**config.mk**
```make
export PLATFORM = sky130hd
export DESIGN_NAME = process_scheduler_flat
export DESIGN_NICKNAME = d
export VERILOG_FILES = /design/src/rtl/sched_pkg.sv /design/src/rtl/process_scheduler_if.sv /design/src/rtl/rr_next_alive.sv /design/src/rtl/process_scheduler.sv /design/src/flat_wrapper.sv
export SDC_FILE = /design/constraint.sdc
export NUM_CORES = 1
export LEC_CHECK = 0
export ABC_AREA = 1
export CORE_MARGIN = 10
export CORE_UTILIZATION = 35
export CTS_CLUSTER_DIAMETER = 50
export DETAILED_ROUTE_END_ITERATION = 12
export PLACE_DENSITY = 0.54
export SLEW_MARGIN = 30
export SYNTH_ARGS = -nofsm -noshare
export SYNTH_HDL_FRONTEND = slang
export SYNTH_SLANG_ARGS = --single-unit
```
**constraint.sdc**
```tcl
create_clock -name Clock -period 9.8 [get_ports Clock]
set_input_delay 1.96 -clock Clock [delete_from_list [all_inputs] [get_ports Clock]]
set_output_delay 1.96 -clock Clock [all_outputs]
set_load 0.01 [all_outputs]
```
**src/rtl/sched_pkg.sv**
```systemverilog
// Shared types and default sizing for the round-robin process scheduler.
// Latency: n/a (declarations only).
// Backpressure: n/a.
package sched_pkg;

  typedef enum logic [1:0] {
    IDLE   = 2'd0,
    RUN    = 2'd1,
    EXPIRE = 2'd2,
    FINISH = 2'd3
  } sched_state_t;

  localparam int DEF_NUM_PROC  = 4;
  localparam int DEF_PC_WIDTH  = 32;
  localparam int DEF_Q_WIDTH   = 16;
  localparam int DEF_SLOT_SIZE = 256;

endpackage

```
**src/rtl/process_scheduler_if.sv**
```systemverilog
// Control/status bundle between the core/OS side and the process scheduler.
// Latency: n/a (wires only); Stats_* exist only when SCHED_ACCOUNTING_EN is defined.
// Backpressure: none; Input_Wait stalls quantum counting, nothing else.
interface process_scheduler_if #(
  parameter int NUM_PROC = 4,
  parameter int PC_WIDTH = 32,
  parameter int Q_WIDTH  = 16
);
  localparam int IDX_W = $clog2(NUM_PROC);

  logic                Register_Proc;
  logic                Start;
  logic [IDX_W-1:0]    Proc_Index;
  logic [Q_WIDTH-1:0]  Quantum_Load;
  logic                Input_Wait;
  logic                Halt_Proc;
  logic [PC_WIDTH-1:0] PC_In;
  logic                Running;
  logic [IDX_W-1:0]    Current_Proc;
  logic [PC_WIDTH-1:0] Offset;
  logic [PC_WIDTH-1:0] Resume_PC;
  logic                Preempt;
  logic                Done;
  logic [IDX_W-1:0]    Next_Proc;
  logic                Next_Valid;
  logic [NUM_PROC-1:0] Alive;
`ifdef SCHED_ACCOUNTING_EN
  logic [IDX_W-1:0]    Stats_Sel;
  logic [31:0]         Stats_Count;
`endif

  modport master (
    output Register_Proc, Start, Proc_Index, Quantum_Load, Input_Wait, Halt_Proc, PC_In,
`ifdef SCHED_ACCOUNTING_EN
    output Stats_Sel,
    input  Stats_Count,
`endif
    input  Running, Current_Proc, Offset, Resume_PC, Preempt, Done, Next_Proc, Next_Valid, Alive
  );

  modport slave (
    input  Register_Proc, Start, Proc_Index, Quantum_Load, Input_Wait, Halt_Proc, PC_In,
`ifdef SCHED_ACCOUNTING_EN
    input  Stats_Sel,
    output Stats_Count,
`endif
    output Running, Current_Proc, Offset, Resume_PC, Preempt, Done, Next_Proc, Next_Valid, Alive
  );
endinterface

```
**src/rtl/rr_next_alive.sv**
```systemverilog
// Round-robin pick of the next alive slot after cur, cur itself checked last.
// Latency: combinational.
// Backpressure: none; next_valid=0 and next_proc=0 when no slot is alive.
module rr_next_alive #(
  parameter int NUM_PROC = 4
) (
  input  logic [NUM_PROC-1:0]         alive,
  input  logic [$clog2(NUM_PROC)-1:0] cur,
  output logic [$clog2(NUM_PROC)-1:0] next_proc,
  output logic                        next_valid
);
  localparam int IDX_W = $clog2(NUM_PROC);

  // Scan farthest-first so the nearest alive slot after cur wins; i=NUM_PROC wraps to cur.
  always_comb begin
    next_proc = '0;
    for (int i = NUM_PROC; i >= 1; i--) begin
      if (alive[IDX_W'(cur + IDX_W'(i))]) next_proc = IDX_W'(cur + IDX_W'(i));
    end
  end

  assign next_valid = |alive;
endmodule

```
**src/rtl/process_scheduler.sv**
```systemverilog
// Preemptive round-robin scheduler: context table, slot base Offset, quantum timer.
// Latency: Running/Offset one cycle after Start; Preempt Q cycles after Running (+1 per stall).
// Backpressure: Input_Wait freezes the quantum; optional SCHED_ACCOUNTING_EN adds cycle counters.
module process_scheduler
  import sched_pkg::*;
#(
  parameter int NUM_PROC  = DEF_NUM_PROC,
  parameter int PC_WIDTH  = DEF_PC_WIDTH,
  parameter int Q_WIDTH   = DEF_Q_WIDTH,
  parameter int SLOT_SIZE = DEF_SLOT_SIZE
) (
  input logic Clock,
  input logic Reset,
  process_scheduler_if.slave bus
);
  localparam int IDX_W = $clog2(NUM_PROC);

  sched_state_t        state;
  logic                running;
  logic [IDX_W-1:0]    cur;
  logic [PC_WIDTH-1:0] offset;
  logic                preempt;
  logic                done;
  logic [NUM_PROC-1:0] alive;
  logic [PC_WIDTH-1:0] saved_pc [NUM_PROC];
  logic [Q_WIDTH-1:0]  qcnt;
  logic                qen;

  function automatic logic [PC_WIDTH-1:0] base_of(input logic [IDX_W-1:0] idx);
    return PC_WIDTH'(idx) * PC_WIDTH'(SLOT_SIZE);
  endfunction

  wire start_ok  = bus.Start && (alive[bus.Proc_Index] || bus.Register_Proc);
  wire q_tick    = qen && !bus.Input_Wait;
  // cur is stable through EXPIRE, so its base equals the Offset held before the transition
  wire [PC_WIDTH-1:0] rel_pc = bus.PC_In - base_of(cur);

  // Scheduler FSM with registered status outputs and the per-slot context table.
  always_ff @(posedge Clock or posedge Reset) begin
    if (Reset) begin
      state   <= IDLE;
      running <= 1'b0;
      cur     <= '0;
      offset  <= '0;
      preempt <= 1'b0;
      done    <= 1'b0;
      alive   <= '0;
      qcnt    <= '0;
      qen     <= 1'b0;
      for (int i = 0; i < NUM_PROC; i++) saved_pc[i] <= '0;
    end else begin
      preempt <= 1'b0;
      done    <= 1'b0;
      case (state)
        IDLE: begin
          if (bus.Register_Proc) begin
            alive[bus.Proc_Index]    <= 1'b1;
            saved_pc[bus.Proc_Index] <= '0;
          end
          if (start_ok) begin
            state   <= RUN;
            running <= 1'b1;
            cur     <= bus.Proc_Index;
            offset  <= base_of(bus.Proc_Index);
            qcnt    <= bus.Quantum_Load;
            qen     <= (bus.Quantum_Load != '0);
          end
        end
        RUN: begin
          if (q_tick) qcnt <= qcnt - 1'b1;
          if (bus.Halt_Proc) begin
            state   <= FINISH;
            running <= 1'b0;
            offset  <= '0;
            done    <= 1'b1;
          end else if (q_tick && qcnt == Q_WIDTH'(1)) begin
            state   <= EXPIRE;
            running <= 1'b0;
            offset  <= '0;
            preempt <= 1'b1;
          end
        end
        EXPIRE: begin
          saved_pc[cur] <= rel_pc;
          state         <= IDLE;
        end
        FINISH: begin
          alive[cur]    <= 1'b0;
          saved_pc[cur] <= '0;
          state         <= IDLE;
        end
        default: state <= IDLE;
      endcase
    end
  end

  rr_next_alive #(.NUM_PROC(NUM_PROC)) u_next (
    .alive      (alive),
    .cur        (cur),
    .next_proc  (bus.Next_Proc),
    .next_valid (bus.Next_Valid)
  );

  assign bus.Running      = running;
  assign bus.Current_Proc = cur;
  assign bus.Offset       = offset;
  assign bus.Resume_PC    = saved_pc[cur];
  assign bus.Preempt      = preempt;
  assign bus.Done         = done;
  assign bus.Alive        = alive;

`ifdef SCHED_ACCOUNTING_EN
  logic [31:0] cycles [NUM_PROC];

  // Per-slot RUN-cycle counters, saturating; registration restarts a slot's count.
  always_ff @(posedge Clock or posedge Reset) begin
    if (Reset) begin
      for (int i = 0; i < NUM_PROC; i++) cycles[i] <= '0;
    end else if (state == IDLE && bus.Register_Proc) begin
      cycles[bus.Proc_Index] <= '0;
    end else if (state == RUN && cycles[cur] != '1) begin
      cycles[cur] <= cycles[cur] + 32'd1;
    end
  end

  assign bus.Stats_Count = cycles[bus.Stats_Sel];
`endif
endmodule

```
**src/flat_wrapper.sv**
```systemverilog
// flat-port wrapper written by rule: the top's interface ports become plain ports
module process_scheduler_flat import sched_pkg::*;
#(
  parameter int NUM_PROC  = DEF_NUM_PROC,
  parameter int PC_WIDTH  = DEF_PC_WIDTH,
  parameter int Q_WIDTH   = DEF_Q_WIDTH,
  parameter int SLOT_SIZE = DEF_SLOT_SIZE
)
  (Clock, Reset, bus_Register_Proc, bus_Start, bus_Proc_Index, bus_Quantum_Load, bus_Input_Wait, bus_Halt_Proc, bus_PC_In, bus_Running, bus_Current_Proc, bus_Offset, bus_Resume_PC, bus_Preempt, bus_Done, bus_Next_Proc, bus_Next_Valid, bus_Alive);
  process_scheduler_if #(.NUM_PROC(NUM_PROC), .PC_WIDTH(PC_WIDTH), .Q_WIDTH(Q_WIDTH)) bus_i ();
  input logic Clock;
  input logic Reset;
  input wire logic [$bits(bus_i.Register_Proc)-1:0] bus_Register_Proc;
  input wire logic [$bits(bus_i.Start)-1:0] bus_Start;
  input wire logic [$bits(bus_i.Proc_Index)-1:0] bus_Proc_Index;
  input wire logic [$bits(bus_i.Quantum_Load)-1:0] bus_Quantum_Load;
  input wire logic [$bits(bus_i.Input_Wait)-1:0] bus_Input_Wait;
  input wire logic [$bits(bus_i.Halt_Proc)-1:0] bus_Halt_Proc;
  input wire logic [$bits(bus_i.PC_In)-1:0] bus_PC_In;
  output wire logic [$bits(bus_i.Running)-1:0] bus_Running;
  output wire logic [$bits(bus_i.Current_Proc)-1:0] bus_Current_Proc;
  output wire logic [$bits(bus_i.Offset)-1:0] bus_Offset;
  output wire logic [$bits(bus_i.Resume_PC)-1:0] bus_Resume_PC;
  output wire logic [$bits(bus_i.Preempt)-1:0] bus_Preempt;
  output wire logic [$bits(bus_i.Done)-1:0] bus_Done;
  output wire logic [$bits(bus_i.Next_Proc)-1:0] bus_Next_Proc;
  output wire logic [$bits(bus_i.Next_Valid)-1:0] bus_Next_Valid;
  output wire logic [$bits(bus_i.Alive)-1:0] bus_Alive;
  assign bus_i.Register_Proc = bus_Register_Proc;
  assign bus_i.Start = bus_Start;
  assign bus_i.Proc_Index = bus_Proc_Index;
  assign bus_i.Quantum_Load = bus_Quantum_Load;
  assign bus_i.Input_Wait = bus_Input_Wait;
  assign bus_i.Halt_Proc = bus_Halt_Proc;
  assign bus_i.PC_In = bus_PC_In;
  assign bus_Running = bus_i.Running;
  assign bus_Current_Proc = bus_i.Current_Proc;
  assign bus_Offset = bus_i.Offset;
  assign bus_Resume_PC = bus_i.Resume_PC;
  assign bus_Preempt = bus_i.Preempt;
  assign bus_Done = bus_i.Done;
  assign bus_Next_Proc = bus_i.Next_Proc;
  assign bus_Next_Valid = bus_i.Next_Valid;
  assign bus_Alive = bus_i.Alive;
  process_scheduler #(.NUM_PROC(NUM_PROC), .PC_WIDTH(PC_WIDTH), .Q_WIDTH(Q_WIDTH), .SLOT_SIZE(SLOT_SIZE)) u_core (.Clock(Clock), .Reset(Reset), .bus(bus_i));
endmodule
```
==> run summary, run 1 <==
## Critical path
• 52 — worst-path maximum fanout
• 7.84 ns — required time of the critical path
• u_core.bus.Current_Proc[0] — launching element of the worst setup path
• u_core.bus.Current_Proc[0] — launching point of the worst reg2reg path
• reg -> out — Setup CP Type
• output port — category of the worst setup path capture point
• 3.17 ns — arrival time at the worst endpoint
• register — Startpoint Class

## Yosys
• 0 — count of synthesis-stage warnings from yosys
• dfrtp_1 — cell taking the most area after synthesis
• 0 — number of flops mapped to enable cells by yosys
• dfrtp_1 (46%), nand2_1 (15%), o21ai_0 (9.2%) — cell types occupying the most area after synthesis
• 0.464 — Yosys top cell area share
• 7.47 um2 — mean instance size in the synthesized netlist
• 158 — count of state elements after synthesis
• 0.464 — post-synthesis sequential area ratio
• nand2_1 — most common cell in the synthesized netlist
• nand2_1 (340), dfrtp_1 (158), o21ai_0 (157) — ranking of synthesized cells by instance count
• 36 — unique cell type count in the Yosys netlist
• dfrtp_1 — leading register cell type out of synthesis
• 8530 um2 — summed instance area of the synthesized netlist
• 1141 — number of instances in the synthesized netlist
• 1.00 — share of flip-flops with an asynchronous set or reset

## Min path
• u_core.saved_pc[87] — beginning of the worst hold path
• reg -> reg — HP Class

## Pwr
• 0.117 mV — Max VDD drop
• 4.89 nW — leakage component of the power
• 3.27 mW — total chip power
• 318 nW/um2 — Power Density

## Placed design
• 1529 — # placed instances
• 5.12 ns — post-placement worst setup slack
• 17100 um — dpl hpwl
• 101 — PortBufs
• 0.839 — global placer's final weighted congestion
• 9690 um2 — placed inst area

## Drt
• 25500 um — total detailed-routing wirelength
• 5 — Initial DRT Pass Iterations
• 0 — drt drc
• 526 — Starting DRT DRC Count
• 16.3 um — average wire length per cell after detail routing
• 4.88 — vias per cell
• 7615 — total via count in the routed design
• 0 — antenna violation net count after detailed routing

## Clock network
• 0.06 ns — Worst-path clk slew
• 2 — number of buffers on the longest clock path
• built — TritonCTS clock tree
• 17 — clock buffer count from CTS
• clkbuf_16 — root buffer cell
• 0 — number of hold buffers added after cts
• 158 — number of clock sinks seen by CTS
• 4 — number of levels in the clock H-tree
• 0 — buffers inserted during post-CTS setup optimization
• 0 — number of gates given a new drive strength after cts
• 0.43 ns — source-to-sink clock delay at the later pin of the worst-skew pair

## STA
• 0.998 ns — slew at the pin closest to its max-slew limit
• 0.333 — remaining max-slew budget at the tightest pin
• 0.465 ns — Worst Hold Slack
• 0.523 — share of the clock period used by the worst path after layout
• 0 — final hold violation count
• no — RSZ-0062 raised after global routing
• 0 ns — setup TNS
• 0.195 GHz — maximum clock frequency
• 4.67 ns — post-route worst setup slack
• 0.0109 ns — setup skew after layout
• 0 — total count of max-transition violations in the final report
• 5.13 ns — fin crit period
• 0 — number of failing setup endpoints in the final timing report

## GRT
• 0.165 — Tot GR Track Use
• 41500 um — wire length of the first global-routing pass
• 0 — grt total ovfl
• 105 — pin count of the biggest net entering global routing
• 7812 — number of global-route vias before repair
• 0 — antenna violations before repair

## Cells and area
• 0.0574 — ratio of cells with drive above 1 in the final layout
• 1561 — final std cells w/o fill
• 1289 — nets
• 0 — antenna cell count
• 20.3% — Area Growth Syn to Fin
• 10300 um2 — area of all placed cells without fillers
• 0.424 — Post-Route Utilization
• 2503 — count of fill cells added during filler insertion

## Floorplan
• 31000 um2 — die area
• 57 — count of standard-cell rows
• 176 um — die span in y
• 0.353 — Initial Util
• 176 um — DIE WIDTH
• 132 — Ports
• 24200 um2 — Placeable Area

## Job
• 0 — maxcap violations

## Run status
• finished, final reports clean — run status

cells in the final DEF (no fill, tap or decap), drive strengths merged, types with 8 or more instances in the layout:
cell type      synthesis  layout
nand2                345     345
o21ai                174     174
dfrtp                158     158
clkbuf                27      18
ha                     8       8
conb                   1      30
o22ai                 34      34
a21oi                  8       8
nor2                 134     134
buf                   52      13
inv                   82      87
clkdlybuf4s50          0     101
nand3                 75      75
layout make-up:
cell class                 count  area (um2)  share of cell area
clock inverter                14         135              0.0132
timing repair buffer         114        1110               0.108
clock buffer                  18         439              0.0428
multi-input combinational    851        3900               0.380
tap                          324         405              0.0395
inverter                      82         315              0.0307
sequential                   158        3960               0.385
flip-flops by register name (all words and copies together) (netlist names), 2 cells and up:
register and flops:
u_core.saved_pc 128, u_core.qcnt 16, u_core.bus.Alive 4, u_core.bus.Current_Proc 2, u_core.bus.Offset 2, u_core.state 2
cell families after synthesis:
logic type / after synthesis / share of synthesized area
buf+inv: 161 / 0.0914
flops: 158 / 0.464
fa+ha+maj: 9 / 0.0141
other cells: 1 / 0.000440
xor+xnor: 11 / 0.0113
simple gates: 571 / 0.271
compound gates: 230 / 0.148
layer usage:
layer  GRT usage  routed length [um]  vias to the layer above
met3      0.0329                1010                       17
met5           0                   0                        -
met1       0.209               11600                     3643
met2       0.283               12600                      138
li1            -                   -                     3817
met4      0.0410                 311                        0
worst paths after layout:
| kind | end | slack, ns | cells past startpoint |
|---|---|---|---|
| max reg2reg | u_core.saved_pc[104] | 6.90 | 9 |
| min | u_core.saved_pc[87] | 0.47 | 2 |
| min reg2reg | u_core.saved_pc[87] | 0.47 | 2 |
| min in group asynchronous | u_core.saved_pc[101] | 2.05 | 2 |
| max in group asynchronous | u_core.bus.Current_Proc[0] | 6.50 | 3 |
| max | bus_Next_Proc[0] | 4.67 | 8 |
worst max-delay path: stages, from the launching register on:
cell and delay (ns):
dfrtp_2 0.40, inv_2 0.29, buf_4 0.54, ha_1 0.35, or2_2 0.32, nand2_1 0.09, o21ai_0 0.09, nand2_1 0.10
clkdlybuf4s50_1 0.53
power breakdown:
| group | switching, mW | internal [mW] | total (mW) | leakage, nW |
|---|---|---|---|---|
| combinational | 0.908 | 0.617 | 1.52 | 2.52 |
| clock | 0.285 | 0.361 | 0.646 | 0.270 |
| sequential | 0.164 | 0.932 | 1.10 | 2.10 |
| total | 1.36 | 1.91 | 3.27 | 4.89 |
Note: power is estimated with default switching activity, not from simulation.
==> run 2: changes to the inputs <==
--- a/config.mk
+++ b/config.mk
@@ -10,7 +10,7 @@
 export CORE_UTILIZATION = 35
 export CTS_CLUSTER_DIAMETER = 50
 export DETAILED_ROUTE_END_ITERATION = 12
-export PLACE_DENSITY = 0.54
+export PLACE_DENSITY = 0.56
 export SLEW_MARGIN = 30
 export SYNTH_ARGS = -nofsm -noshare
 export SYNTH_HDL_FRONTEND = slang
==> constraint.sdc (replaced) <==
create_clock -name Clock -period 4.55 [get_ports Clock]
set_input_delay 0.91 -clock Clock [delete_from_list [all_inputs] [get_ports Clock]]
set_output_delay 0.91 -clock Clock [all_outputs]
set_load 0.01 [all_outputs]
==> run 2 against run 1 <==
Largest power group unchanged. Setup slack got worse by 3.8 ns. Clock power increased by 140%. Die area unchanged. Global-route usage about the same. Via count about the same. Clock skew decreased by 0.0023 ns. Clock-buffer cell count unchanged. Highest routed layer unchanged. Cell count increased by 0.26%. First-iteration DRC count decreased by 3.6%. Total power increased by 120%. Critical path depth decreased by 1.
==> run summary, run 2 (synthesis results as in run 1) <==
## Run status
• finished, final reports clean — run status, unchanged

## Drt
• 16.3 um — average wire length per cell after detail routing, about the same
• 4 — Initial DRT Pass Iterations, was 5
• 7611 — total via count in the routed design, was 7615
• 507 — Starting DRT DRC Count, was 526
• 0 — antenna violation net count after detailed routing, unchanged
• 25500 um — total detailed-routing wirelength, about the same
• 4.86 — vias per cell, was 4.88
• 0 — drt drc, unchanged

## STA
• 0.808 — share of the clock period used by the worst path after layout
• 0.00859 ns — setup skew after layout, was 0.0109 ns
• 0 — total count of max-transition violations in the final report, unchanged
• 0.850 ns — slew at the pin closest to its max-slew limit, was 0.998 ns
• 0.433 — remaining max-slew budget at the tightest pin, was 0.333
• 0.471 ns — Worst Hold Slack, was 0.465 ns
• 0.272 GHz — maximum clock frequency
• no — RSZ-0062 raised after global routing, unchanged
• 0 — number of failing setup endpoints in the final timing report, unchanged
• 0.872 ns — post-route worst setup slack, was 4.67 ns
• 0 ns — setup TNS, unchanged
• 0 — final hold violation count, unchanged
• 3.68 ns — fin crit period

## Critical path
• u_core.bus.Current_Proc[0] — launching element of the worst setup path, unchanged
• clkdlybuf4s50_1 — cell at the slowest stage of the critical path, was buf_4
• reg -> out — Setup CP Type, unchanged
• 0.54 ns — Slowest Stage Delay on Critical Path, about the same
• 2.77 ns — arrival time at the worst endpoint, was 3.17 ns
• inv_2, ha_1, or2_2, nand2_1, o21ai_0, nand2_1, clkdlybuf4s50_1 — worst path cell trace, was inv_2, buf_4, ha_1, or2_2, nand2_1, o21ai_0, nand2_1, clkdlybuf4s50_1
• u_core.bus.Current_Proc[0] — launching point of the worst reg2reg path, unchanged
• register — Startpoint Class, unchanged
• nand2_1 — Crit path top cell by count, unchanged
• 3.64 ns — required time of the critical path, was 7.84 ns
• 37 — worst-path maximum fanout, was 52
• output port — category of the worst setup path capture point, unchanged

## Floorplan
• 31000 um2 — die area, unchanged
• 176 um — DIE WIDTH, unchanged
• 176 um — die span in y, unchanged
• 0.353 — Initial Util, unchanged
• 57 — count of standard-cell rows, unchanged
• 132 — Ports, unchanged
• 24200 um2 — Placeable Area, unchanged

## Cells and area
• 0.429 — Post-Route Utilization, was 0.424
• 0 — antenna cell count, unchanged
• 0.0604 — ratio of cells with drive above 1 in the final layout, was 0.0574
• 128 — Largest register FFs, unchanged
• nand2_1 (340), o21ai_0 (157), dfrtp_1 (157) — commonest non-fill, non-tap cells in the layout, unchanged
• 1293 — nets, was 1289
• 21.8% — Area Growth Syn to Fin, was 20.3%
• u_core.saved_pc — register containing the most flip-flops in the final layout, unchanged
• nand2_1 — leading cell type in the layout, fill and taps excluded, unchanged
• 10400 um2 — area of all placed cells without fillers, was 10300 um2

## Clock network
• 17 — clock buffer count from CTS, unchanged
• 0 — number of gates given a new drive strength after cts, unchanged
• 0.07 ns — Worst-path clk slew, was 0.06 ns
• 2 — number of buffers on the longest clock path, unchanged
• 0 — number of hold buffers added after cts, unchanged
• 158 — number of clock sinks seen by CTS, unchanged
• 0.43 ns — source-to-sink clock delay at the later pin of the worst-skew pair, about the same
• built — TritonCTS clock tree, unchanged
• 4 — number of levels in the clock H-tree, unchanged
• 0 — buffers inserted during post-CTS setup optimization, unchanged
• clkbuf_16 — root buffer cell, unchanged

## GRT
• 0.0323 — GR Layer Usage met3, was 0.0329
• 0.207 — met1 demand-to-capacity share in global routing, was 0.209
• 0.165 — Tot GR Track Use, about the same
• met2 — highest-utilization routing layer at the global route stage, unchanged
• 7727 — number of global-route vias before repair, was 7812
• 73 — pin count of the biggest net entering global routing, was 105
• 0 — antenna violations before repair, unchanged
• 0.283 — met2 GRT Util, about the same
• 41300 um — wire length of the first global-routing pass, was 41500 um
• 0 — grt total ovfl, unchanged

## Pwr
• 694 nW/um2 — Power Density, was 318 nW/um2
• 0.211 mV — Max VDD drop, was 0.117 mV
• 4.94 nW — leakage component of the power, was 4.89 nW

## Placed design
• 1.31 ns — post-placement worst setup slack, was 5.12 ns
• 0.856 — global placer's final weighted congestion, was 0.839
• 9730 um2 — placed inst area, was 9690 um2
• 101 — PortBufs, unchanged
• 17200 um — dpl hpwl, was 17100 um

## Min path
• u_core.saved_pc[119] — beginning of the worst hold path, was u_core.saved_pc[87]
• reg -> reg — HP Class, unchanged

## Job
• 0 — maxcap violations, unchanged

-- run 2: cell types whose count changed in the layout (fill, tap and decap cells not counted), sizes merged --
cell,change
inv,-6
buf,+4
bufinv,+3
clkinv,+3
-- run 2: path summary, 6_finish.rpt --
check / slack [ns] / cells past startpoint / end
setup / recovery: 0.87 / 7 / bus_Next_Proc[0]
max in group asynchronous: 3.06 / 3 / u_core.saved_pc[86]
setup reg to reg: 1.77 / 8 / u_core.saved_pc[126]
hold / removal: 0.47 / 2 / u_core.saved_pc[119]
min in group asynchronous: 0.84 / 2 / u_core.qcnt[4]
hold reg to reg: 0.47 / 2 / u_core.saved_pc[119]
-- run 2: worst max-delay path: cells and delay by family (launching register included) --
kind	cells	cell delay (ns)
buffers and inverters	2	1.00
AND/OR/NAND/NOR	3	0.50
flip-flops	1	0.40
adder cells (fa/ha/maj)	1	0.36
AO/OA/AOI/OAI	1	0.08
-- run 2: final cells by class --
type                    instances  area (um2)
fillers                      2475       13800
flip-flops and latches        158        3960
multi-input cells             851        3900
repair buffers                118        1180
clock buffers                  18         439
well taps                     324         405
inverters                      82         312
clock inverters                14         193
-- run 2: metal layers --
| layer | vias up | part of all wire |
|---|---|---|
| li1 | 3823 | - |
| met1 | 3619 | 0.45 |
| met2 | 147 | 0.50 |
| met3 | 22 | 0.043 |
| met4 | 0 | 0.012 |
| met5 | - | 0 |
-- run 2: metrics by stage --
| stage | instances | total power, mW |
|---|---|---|
| CTS | 1564 | 7.28 |
| global placement | 1532 | 5.68 |
| global route | 1565 | 7.83 |
| finish | 1565 | 7.21 |
| detailed placement | 1532 | 5.72 |
| floorplan | 1170 | 4.39 |
-- run 2: power by group --
part	total [mW]	internal (mW)	switching, mW
Sequential	2.37	2.01	0.362
Clock	1.54	0.933	0.605
Combinational	3.30	1.34	1.96
==> patch 1: new RTL, flow settings as in run 2 <==
Set the package constant `DEF_Q_WIDTH` to 18 (it was 16).
--- a/src/rtl/sched_pkg.sv
+++ b/src/rtl/sched_pkg.sv
@@ -14,3 +14,3 @@
   localparam int DEF_PC_WIDTH  = 32;
-  localparam int DEF_Q_WIDTH   = 16;
+  localparam int DEF_Q_WIDTH   = 18;
   localparam int DEF_SLOT_SIZE = 256;
Interface: changed (resized bus_Quantum_Load); port bits go from 132 to 134. No check against the original RTL was run, so the function may have changed too.
==> patch 1 against run 2 <==
- design area rose by 1.2%
- first-iteration DRC count rose by 19%
- maximum frequency fell by 0.76%
- area after synthesis is 2.5% higher
- global-route usage is 0.46 points higher
- wire length is 4.4% higher
- total power fell by 2.4%
- sequential cell count increased by 2
- setup slack got worse by 0.028 ns
- critical path type unchanged
- critical endpoint is now bus_Resume_PC[29]
==> patch 1: results (changes against run 2) <==
* Post-synthesis sequential area ratio at 45.8% (-0.58 points)
* Pre-CTS worst setup slack at 1.35 ns (+0.0370 ns)
* Worst-Margin Slew at 0.759 ns (-0.0902 ns)
* Sw power at 0.00298 W (+1.8%)
* Total wire length at 26,600 µm (+4.4%)
* Nonclk buf count at 112 (-5.1%)
* Placed cell areas at 9900 µm² (+1.7%)
* Seq cells post-synth at 160 (+1.3%)
* Status: completed
* Global Route Usage Sum at 17.0% (+0.46 points)
* Inverters at 87 (+6.1%)
* Synth area leaders: dfrtp_1, nand2_1, o21ai_0
* Worst VDD drop at 0.276 mV (+31%)
* Global-route wire length before repair at 42,800 µm (+3.8%)
* Fill cell total of the finished layout at 2,573 (+4.0%)
* Share of layout cells above drive strength 1 at 6.54% (+0.50 points)
* DP Wirelength at 17,300 µm (+0.93%)
* Multi-input logic area at 4040 µm² (+3.6%)
* Flop pwr share at 33.0% (about the same)
* Synth cell types at 42 (+17%)
* Data buffer area share at 10.9% (-0.44 points)
* Largest net degree at the start of global routing at 161 (+120%)
* Critical-path maximum fanout at 49 (+32%)
* P_clk at 0.00141 W (-8%)
* Vias in the first global route at 7,889 (+2.1%)
* Initial DRC count at 605 (+19%)
==> patch 1: changes by cell type after synthesis, moves of 4 or more <==
| cell | change |
|---|---|
| nor2_2 | +6 |
| nand3_1 | -4 |
| xor2_1 | +6 |
| nor2_1 | -8 |
| inv_1 | +5 |
| o21ai_0 | +17 |
| xnor2_1 | -4 |
| nand2_1 | -7 |
| buf_4 | -6 |
| buf_2 | +8 |
| nor2_4 | +5 |
==> patch 1: routing by layer <==
metal / global-route usage (%) / up-vias / share of wire, %
met5: 0 / - / 0
met4: 3.47 / 0 / 0.89
met3: 3.09 / 16 / 4.4
met2: 29.4 / 172 / 49
met1: 21.7 / 3748 / 45
li1: - / 3882 / -
==> patch 1: metrics by stage <==
step / hold slack (ns) / util, % / cells
final: 0.469 / 42.9 / 1578
after global routing: 0.494 / 42.9 / 1578
after CTS: 0.478 / 42.8 / 1577
after detailed placement: 0.462 / 40.5 / 1545
after global placement: 0.458 / 40.5 / 1545
after floorplan: 0.444 / - / 1189
==> patch 1: cells by family after synthesis <==
group / share of synthesized area, %
AND/OR/NAND/NOR: 27.5
AO/OA/AOI/OAI: 14.8
buffers and inverters: 9.20
flip-flops: 45.8
XOR/XNOR: 1.30
adder cells (fa/ha/maj): 1.37
other: 0.0429
==> patch 1: worst paths after layout <==
path,startpoint,end,slack [ns]
min reg2reg,u_core.bus.Running,u_core.bus.Running,0.47
max,u_core.bus.Current_Proc[0],bus_Resume_PC[29],0.84
max in group asynchronous,Reset,u_core.saved_pc[12],2.77
max reg2reg,u_core.bus.Current_Proc[0],u_core.saved_pc[126],1.85
min,u_core.bus.Running,u_core.bus.Running,0.47
min in group asynchronous,Reset,u_core.qcnt[1],0.88
==> patch 2: new RTL, config.mk and constraints of run 2 <==
Made on the original files. Encoding of `sched_state_t`: now one-hot (4 bits for 4 states).
--- a/src/rtl/sched_pkg.sv
+++ b/src/rtl/sched_pkg.sv
@@ -5,7 +5,7 @@
 
-  typedef enum logic [1:0] {
-    IDLE   = 2'd0,
-    RUN    = 2'd1,
-    EXPIRE = 2'd2,
-    FINISH = 2'd3
+  typedef enum logic [3:0] {
+    IDLE   = 4'b0001,
+    RUN    = 4'b0010,
+    EXPIRE = 4'b0100,
+    FINISH = 4'b1000
   } sched_state_t;
Function: same outputs for any inputs over 4 cycles, from zero or initial values and one cycle with Reset high; so few cycles prove little.
==> patch 2 against run 2 <==
- area after synthesis rose by 1.4%
- wire length rose by 2.4%
- sequential cell count rose by 2
- setup slack got worse by 0.014 ns
- synthesized cell count rose by 0.26%
- total power fell by 7.2%
- design area fell by 0.26%
- die area rose by 1.2%
==> patch 2: results (changes against run 2) <==
* 1st-pass router iterations at 5 (+1)
* DR DRC count at 0 (unchanged)
* Final instance area at 10,400 µm² (-0.26%)
* Global Route Usage Sum at 16.7% (+0.17 points)
* Crit path largest cell delay at 0.66 ns (+0.12 ns)
* Setup Buffers After CTS at 0 (unchanged)
* Synth async-reset ratio at 100% (unchanged)
* Clock-pin slew on the worst setup and hold paths at 0.07 ns (about the same)
* Clock Skew at 0.0140 ns (+0.00545 ns)
* Hold Path Class: flip-flop to flip-flop
* DP Wirelength at 16,700 µm (-2.8%)
* Synth cell count leaders: nand2_1, dfrtp_1, o21ai_0
* Critical-path maximum fanout at 76 (+110%)
* Final-stage net count at 1,288 (-0.39%)
* Clock root buffer master: clkbuf_16
* Final GP Congestion at 0.836 (-2.4%)
* Yosys warns at 0 (unchanged)
* Synth area leaders: dfrtp_1, nand2_1, o21ai_0
* Antenna diodes at 0 (unchanged)
* Worst VDD drop at 0.280 mV (+33%)
* H-tree Lvls at 4 (unchanged)
* CTS resizes at 0 (unchanged)
* Post-DR vias/cell at 4.99 (+2.5%)
* Top FF cell, synth: dfrtp_1
* Initial antenna violation count at 0 (unchanged)
* Num CTS Buffers at 17 (unchanged)
* Slew margin rel. at 34.2% (-9.1 points)
* Clk_lat worst skew at 0.43 ns (about the same)
* Vias in the first global route at 7,661 (-0.85%)
* Largest net degree at the start of global routing at 161 (+120%)
* Status: completed
* Synth cell types at 38 (+5.6%)
* Slowest cell on crit path: buf_4
* Post-synthesis sequential area ratio at 46.3% (about the same)
* Post-DR wirelength/cell at 16.8 µm (+2.8%)
* IO buf count at 101 (unchanged)
* Pre-CTS worst setup slack at 1.28 ns (-0.0260 ns)
* Share of layout cells above drive strength 1 at 6.31% (+0.27 points)
* Placed cell areas at 9740 µm² (+0.15%)
* Clk buf depth at 2 (unchanged)
* Initial DRC count at 612 (+21%)
* P_leak at 4.98 nW (+0.82%)
* Global-route wire length before repair at 41,800 µm (+1.3%)
* Largest registers: u_core.saved_pc: 128 flops, u_core.qcnt: 16 flops
patch 2: cell count changes after synthesis, moves of 5 or more:
| cell | run 2 | this run |
|---|---|---|
| nand3_1 | 74 | 51 |
| nand2_1 | 340 | 381 |
| buf_6 | 4 | 10 |
| inv_1 | 74 | 59 |
| a21oi_1 | 7 | 0 |
| o21ai_0 | 157 | 135 |
| o21ai_1 | 17 | 41 |
| nor2_1 | 133 | 128 |
patch 2: cell families after synthesis:
family / share of synthesized area (%)
AO/OA/AOI/OAI: 13.5
XOR/XNOR: 1.62
adder cells (fa/ha/maj): 1.39
buffers and inverters: 8.77
flip-flops: 46.3
other: 0.0434
AND/OR/NAND/NOR: 28.3
patch 2: path summary, 6_finish.rpt:
kind | slack (ns) | startpoint | end | depth (start not counted)
worst min-delay path | 0.47 | u_core.saved_pc[76] | u_core.saved_pc[76] | 2
max in group asynchronous | 2.77 | Reset | u_core.saved_pc[30] | 4
worst min register to register | 0.47 | u_core.saved_pc[76] | u_core.saved_pc[76] | 2
worst max register to register | 1.51 | u_core.bus.Current_Proc[0] | u_core.saved_pc[92] | 11
min in group asynchronous | 0.87 | Reset | u_core.qcnt[0] | 3
worst max-delay path | 0.86 | u_core.bus.Current_Proc[0] | bus_Next_Proc[0] | 8
patch 2: power by group:
group	leakage, nW	switching [W]	internal [W]
logic	2.58	0.00179	0.00123
registers	2.12	0.000324	0.00192
clock network	0.289	0.000648	0.000788
patch 2: final cells by class:
cell class	instances	area, µm²
clock inverter	14	143
fill	2489	14000
multi-input combinational	868	3990
timing repair buffer	112	1130
inverter	64	246
sequential	160	4010
clock buffer	18	439
tap	324	405
patch 2: layer usage:
| layer | global-route usage, % | part of all wire, % |
|---|---|---|
| met1 | 21.2 | 44 |
| met2 | 28.2 | 49 |
| met3 | 3.50 | 5.6 |
| met4 | 4.38 | 1.2 |
| met5 | 0 | 0 |
patch 2: critical path, delay by kind of cell (launching register included):
kind / cells / cell delay (ns)
AO/OA/AOI/OAI: 2 / 0.42
buffers and inverters: 2 / 1.20
flip-flops: 1 / 0.36
AND/OR/NAND/NOR: 4 / 0.35
patch 2: stage by stage:
| step | cells | total power (W) | utilization, % |
|---|---|---|---|
| 4_1_cts | 1559 | 0.00677 | 42.5 |
| 5_1_grt | 1560 | 0.00723 | 42.6 |
| 6_report | 1560 | 0.00669 | 42.6 |
| 2_1_floorplan | 1173 | 0.00413 | - |
| 3_5_place_dp | 1527 | 0.00531 | 40.1 |
| 3_3_place_gp | 1527 | 0.00526 | 40.1 |
